==> src/rtl/rdma_rx_arbiter_pkg.sv <==
// Shared definitions for the RDMA receive-path arbiter: FSM state encoding
// and the header layout constants used to check packet lengths.
package rdma_pkg;

  typedef enum logic {
    ST_IDLE = 1'b0,
    ST_XFER = 1'b1
  } state_t;

  // Byte offset of the burst_len field inside the header beat (little-endian).
  localparam int BURST_LEN_BYTE = 50;

  // The header is beat number 1 of every packet (1-based).
  localparam int HEADER_BEAT = 1;

  // Beat counter width and its saturation value.
  localparam int BEAT_CNT_W = 9;
  localparam logic [BEAT_CNT_W-1:0] BEAT_CNT_MAX = '1;

endpackage

==> src/rtl/rdma_rx_arbiter.sv <==
// Packet-granular round-robin merge of two RDMA AXI-Stream inputs onto one
// output, with per-input packet counters and a header-vs-beat length check.
module rdma_rx_arbiter
  import rdma_pkg::*;
#(
  parameter int DATA_WBITS = 512,
  parameter int DATA_WBYTS = DATA_WBITS / 8
) (
  input  logic                  clk,
  input  logic                  resetn,
  input  logic [DATA_WBITS-1:0] AXIS_IN0_TDATA,
  input  logic [DATA_WBYTS-1:0] AXIS_IN0_TKEEP,
  input  logic                  AXIS_IN0_TVALID,
  input  logic                  AXIS_IN0_TLAST,
  output logic                  AXIS_IN0_TREADY,
  input  logic [DATA_WBITS-1:0] AXIS_IN1_TDATA,
  input  logic [DATA_WBYTS-1:0] AXIS_IN1_TKEEP,
  input  logic                  AXIS_IN1_TVALID,
  input  logic                  AXIS_IN1_TLAST,
  output logic                  AXIS_IN1_TREADY,
  output logic [DATA_WBITS-1:0] AXIS_OUT_TDATA,
  output logic [DATA_WBYTS-1:0] AXIS_OUT_TKEEP,
  output logic                  AXIS_OUT_TVALID,
  output logic                  AXIS_OUT_TLAST,
  input  logic                  AXIS_OUT_TREADY,
  output logic [1:0]            grant,
  output logic [31:0]           pkt_count0,
  output logic [31:0]           pkt_count1,
  output logic [31:0]           len_err_count,
  output state_t                fsm_state
);

  state_t                state_q, state_d;
  logic [1:0]            grant_q, grant_d;
  // Index of the input granted most recently; reset to 1 so input 0 wins first.
  logic                  rr_q, rr_d;
  logic                  pick;
  logic [BEAT_CNT_W-1:0] beat_q;
  logic [7:0]            burst_len_q;
  logic [31:0]           cnt0_q, cnt1_q, err_q;

  logic                  out_hs;
  logic                  hdr_beat;
  logic [7:0]            cur_burst_len;
  logic [BEAT_CNT_W:0]   beats_seen;
  logic [BEAT_CNT_W:0]   beats_expected;
  logic                  len_bad;

  assign grant         = grant_q;
  assign fsm_state     = state_q;
  assign pkt_count0    = cnt0_q;
  assign pkt_count1    = cnt1_q;
  assign len_err_count = err_q;

  // Datapath mux: granted input passes straight through in XFER, all zero in IDLE.
  always_comb begin
    AXIS_OUT_TDATA  = '0;
    AXIS_OUT_TKEEP  = '0;
    AXIS_OUT_TVALID = 1'b0;
    AXIS_OUT_TLAST  = 1'b0;
    AXIS_IN0_TREADY = 1'b0;
    AXIS_IN1_TREADY = 1'b0;
    if (state_q == ST_XFER) begin
      if (grant_q[0]) begin
        AXIS_OUT_TDATA  = AXIS_IN0_TDATA;
        AXIS_OUT_TKEEP  = AXIS_IN0_TKEEP;
        AXIS_OUT_TVALID = AXIS_IN0_TVALID;
        AXIS_OUT_TLAST  = AXIS_IN0_TLAST;
        AXIS_IN0_TREADY = AXIS_OUT_TREADY;
      end else begin
        AXIS_OUT_TDATA  = AXIS_IN1_TDATA;
        AXIS_OUT_TKEEP  = AXIS_IN1_TKEEP;
        AXIS_OUT_TVALID = AXIS_IN1_TVALID;
        AXIS_OUT_TLAST  = AXIS_IN1_TLAST;
        AXIS_IN1_TREADY = AXIS_OUT_TREADY;
      end
    end
  end

  assign out_hs = AXIS_OUT_TVALID & AXIS_OUT_TREADY;

  // Next state and grant: arbitrate in IDLE, hold the grant until the TLAST handshake.
  always_comb begin
    state_d = state_q;
    grant_d = grant_q;
    rr_d    = rr_q;
    pick    = (AXIS_IN0_TVALID & AXIS_IN1_TVALID) ? ~rr_q : AXIS_IN1_TVALID;
    case (state_q)
      ST_IDLE: begin
        if (AXIS_IN0_TVALID | AXIS_IN1_TVALID) begin
          state_d = ST_XFER;
          grant_d = pick ? 2'b10 : 2'b01;
          rr_d    = pick;
        end
      end
      ST_XFER: begin
        if (out_hs && AXIS_OUT_TLAST) begin
          state_d = ST_IDLE;
          grant_d = 2'b00;
        end
      end
      default: begin
        state_d = ST_IDLE;
        grant_d = 2'b00;
      end
    endcase
  end

  // Length check: the header carries burst_len; a packet must be burst_len+2 beats.
  // A header that is also the last beat is always short.
  always_comb begin
    hdr_beat       = (beat_q == BEAT_CNT_W'(HEADER_BEAT - 1));
    cur_burst_len  = hdr_beat ? AXIS_OUT_TDATA[BURST_LEN_BYTE*8 +: 8] : burst_len_q;
    beats_seen     = {1'b0, beat_q} + 1'b1;
    beats_expected = {{(BEAT_CNT_W-7){1'b0}}, cur_burst_len} + (BEAT_CNT_W+1)'(2);
    len_bad        = hdr_beat || (beats_seen != beats_expected);
  end

  // FSM state, grant and round-robin pointer registers.
  always_ff @(posedge clk or negedge resetn) begin
    if (!resetn) begin
      state_q <= ST_IDLE;
      grant_q <= 2'b00;
      rr_q    <= 1'b1;
    end else begin
      state_q <= state_d;
      grant_q <= grant_d;
      rr_q    <= rr_d;
    end
  end

  // Beat counter, latched burst_len and the wrapping statistics counters.
  always_ff @(posedge clk or negedge resetn) begin
    if (!resetn) begin
      beat_q      <= '0;
      burst_len_q <= '0;
      cnt0_q      <= '0;
      cnt1_q      <= '0;
      err_q       <= '0;
    end else if (state_q == ST_IDLE) begin
      if (state_d == ST_XFER) beat_q <= '0;
    end else if (out_hs) begin
      if (beat_q != BEAT_CNT_MAX) beat_q <= beat_q + 1'b1;
      if (hdr_beat) burst_len_q <= AXIS_OUT_TDATA[BURST_LEN_BYTE*8 +: 8];
      if (AXIS_OUT_TLAST) begin
        if (grant_q[0]) cnt0_q <= cnt0_q + 32'd1;
        else            cnt1_q <= cnt1_q + 32'd1;
        if (len_bad)    err_q  <= err_q + 32'd1;
      end
    end
  end

endmodule
==> config.mk <==
export PLATFORM = sky130hd
export DESIGN_NAME = rdma_rx_arbiter
export DESIGN_NICKNAME = d
export VERILOG_FILES = /design/src/rtl/rdma_rx_arbiter_pkg.sv /design/src/rtl/rdma_rx_arbiter.sv
export SDC_FILE = /design/constraint.sdc
export NUM_CORES = 1
export LEC_CHECK = 0
export BUFFER_PORTS_ARGS = -buffer_cell sky130_fd_sc_hd__buf_2
export CORE_AREA = 2 2 716 718
export CTS_CLUSTER_DIAMETER = 150
export DETAILED_ROUTE_END_ITERATION = 16
export DIE_AREA = 0 0 718 720
export GPL_TIMING_DRIVEN = 1
export PLACE_DENSITY_LB_ADDON = 0.1
export REMOVE_ABC_BUFFERS = 1
export SYNTH_ARGS = -nofsm -noshare
export SYNTH_HDL_FRONTEND = slang
export SYNTH_SLANG_ARGS = --single-unit
==> constraint.sdc <==
create_clock -name clk -period 7.3 [get_ports clk]
set_input_delay 1.46 -clock clk [delete_from_list [all_inputs] [get_ports clk]]
set_output_delay 1.46 -clock clk [all_outputs]
set_load 0.1 [all_outputs]
==> key figures <==
Min path
  • Hold path endpoint: len_err_count[31]
  • Hold/Removal Path Class: flop to flop
  • Hold path depth: 1
  • Hold_sp: len_err_count[31]

Setup path
  • R2R cell count: 14
  • Crit end category: output port
  • Crit-path cells: inv_8 -> buf_12 -> nor2_1 -> buf_2
  • Reg2Reg Launch Point: grant[0]
  • Class of the most critical setup path: flop to output port
  • Crit path arrival time: 4.06 ns
  • Worst-path maximum fanout: 140
  • Slowest cell on the critical path: nor2_1
  • Worst reg2reg setup slack: 2.28 ns
  • CP required: 5.84 ns
  • Startpoint types: flop
  • Reg-to-reg endpoint: len_err_count[1]
  • Max stage delay on crit path: 1.04 ns

Logic synthesis
  • Sequential-to-total area share from yosys stat: 0.2036
  • Yosys top cell area share: 0.4042
  • Synth Register Bits: 117
  • Synthesized cell area: 14,390 um2
  • Unique cell type count in the Yosys netlist: 53
  • Cells after Synth: 1,833
  • Synth cell count leaders: nor2_1, mux2i_1, dfrtp_1
  • Cell with the most instances after synthesis: nor2_1
  • Synthesized area per cell: 7.848 um2
  • FFs w/ async S/R, synth: 1.000
  • Yosys warnings: 0
  • Ys flop type: dfrtp_1
  • EDFF count, synth: 0
  • Leading area contributor after synthesis: mux2i_1
  • Top post-synthesis cells by area: mux2i_1, dfrtp_1, nor2_1, xor2_1, xnor2_1

CTS
  • CTS tree: built
  • TritonCTS Buffers: 17
  • Clk sinks: 117
  • Post-CTS resize count: 0
  • Worst-path clk slew: 0.07 ns
  • Clock Latency Late Sink: 0.48 ns
  • H-tree levels: 4
  • Cts hold-fix bufs: 0
  • Root Driver: clkbuf_16
  • Max clock buf depth: 2
  • Setup Fix Bufs, Post-CTS: 0

Timing
  • Final Cycle Share: 0.7566
  • Fmax: 181.0 MHz
  • Min Tclk post-route: 5.523 ns
  • RSZ-0062 raised after global routing: false
  • Final hold vios: 0
  • Worst-margin pin slew: 1.195 ns
  • Final setup viols: 0
  • Final Max Tran Viols: 0
  • TNS Setup: 0 ns
  • Max Clock Skew: 0.02423 ns
  • Slew headroom: 0.2003

Die
  • I/O pins: 1,838
  • Die area: 517,000 um2
  • Chip Width: 718 um
  • Die height: 720 um
  • Initial Util: 0.02829
  • Cell Rows: 262
  • Core area: 508,400 um2

Power and ir drop
  • Pwr Density: 542.2 nW/um2
  • Leak: 14.63 nW
  • Overall Power: 17.90 mW
  • VDD IR max: 0.0002172 V

Route
  • Final WL: 375.7 mm
  • DR vias/cell: 2.301
  • DR pass1 iterations: 5
  • Average wire per standard cell: 35.94 um
  • ANT nets after route: 0
  • DR iter-0 viols: 1,518
  • DRC: 0
  • Vias post-DR: 24,055

Global route
  • Total Routing Usage GR: 0.1390
  • Vias in the first global route: 23,306
  • Initial antenna violation count: 449
  • Overflow after GRT: 0
  • First-pass GRT wire length: 430.9 mm
  • Pin count of the biggest net entering global routing: 141

Placed design
  • DP HPWL: 354.4 mm
  • Port Buf Inserts: 1,837
  • Gpl congestion: 0.9919

Flow run
  • Total of max-cap violations: 0

Run status
  • Status: finished, final reports clean

Layout
  • Layout area overhead: 129.4%
  • Layout cells sized above 1: 0.5516
  • Final Net Count: 4,770
layout by cell type, fill, tap and decap left out, types with 6 or more instances in the layout:
| cell type | instances |
|---|---|
| nor4_2 | 10 |
| a21oi_1 | 12 |
| nand2_1 | 59 |
| dfrtp_1 | 115 |
| xnor2_1 | 50 |
| and3_1 | 17 |
| mux2i_1 | 558 |
| ha_1 | 7 |
| diode_2 | 105 |
| nor3_1 | 14 |
| inv_1 | 8 |
| and4_1 | 8 |
| nor4_1 | 6 |
| o21ai_0 | 13 |
| nand3_1 | 41 |
| buf_4 | 55 |
| mux2i_2 | 14 |
| xor2_1 | 59 |
| nor2_1 | 611 |
| buf_2 | 1836 |
| mux2_2 | 9 |
| nand4_1 | 18 |
| mux2i_4 | 10 |
| clkbuf_16 | 17 |
routing by layer:
layer / global-route usage / up-vias / share of wire
li1: - / 9960 / -
met1: 0.1562 / 11491 / 0.38
met2: 0.2508 / 1700 / 0.50
met3: 0.05236 / 710 / 0.087
met4: 0.02432 / 194 / 0.025
met5: 0 / - / 0.0034
state kept, by name, summed over array words and instances, names as in the netlist:
signal	cells
rr_q	1
pkt_count1	32
grant	2
pkt_count0	32
fsm_state	1
beat_q	9
burst_len_q	8
len_err_count	32
how the worst max path moves through the flow:
stage | startpoint | endpoint | depth (start not counted)
final | fsm_state | AXIS_OUT_TDATA[101] | 4
after detailed placement | AXIS_IN0_TDATA[401] | len_err_count[1] | 15
after global placement | AXIS_IN0_TDATA[401] | len_err_count[1] | 15
after floorplan | grant[0] | AXIS_IN1_TREADY | 1
after CTS | grant[0] | AXIS_OUT_TDATA[131] | 6
after global routing | grant[0] | AXIS_OUT_TDATA[131] | 6
logic make-up (layout without fill, tap and decap cells):
family	after synthesis	after routing	share of synthesized area
AOI/OAI and AO/OA	37	37	0.01635
xor gates and xnor gates	110	110	0.06793
adders and majority gates	7	7	0.006088
buffers and inverters	153	1937	0.04279
DFF	117	117	0.2036
muxes	592	592	0.4130
other	0	105	0
and+or+nand+nor	817	817	0.2502
metrics by stage:
stage                     cells  hold WS, ns  setup WS [ns]  cell area (um2)  utilization
after global routing      10392       0.4858          1.636            32850      0.06461
after global placement    10317       0.4637          1.474            32110      0.06316
after detailed placement  10317       0.4679          1.660            32110      0.06316
after CTS                 10349       0.4787          1.636            32740      0.06440
after floorplan            1689       0.4628         -20.41            13800            -
final                     10454       0.4728          1.777            33010      0.06492
report_power, final:
| group | switching [mW] | internal, mW |
|---|---|---|
| sequential | 0.113 | 0.718 |
| combinational | 13.7 | 2.38 |
| clock | 0.397 | 0.576 |
worst max-delay path: cells and delay by family (launching register included):
kind	cells	cell delay (ns)
DFF	1	0.78
buffers and inverters	3	1.38
and+or+nand+nor	1	1.04
area by class of cell:
cell class | count | area [um2]
fillers | 60536 | 475400
flip-flops and latches | 117 | 2933
multi-input cells | 1563 | 11020
clock inverters | 13 | 196.4
well taps | 6732 | 8423
clock buffers | 19 | 432.9
diodes | 105 | 262.8
inverters | 9 | 41.29
repair buffers | 1896 | 9702
(Power assumes the default switching activity.)
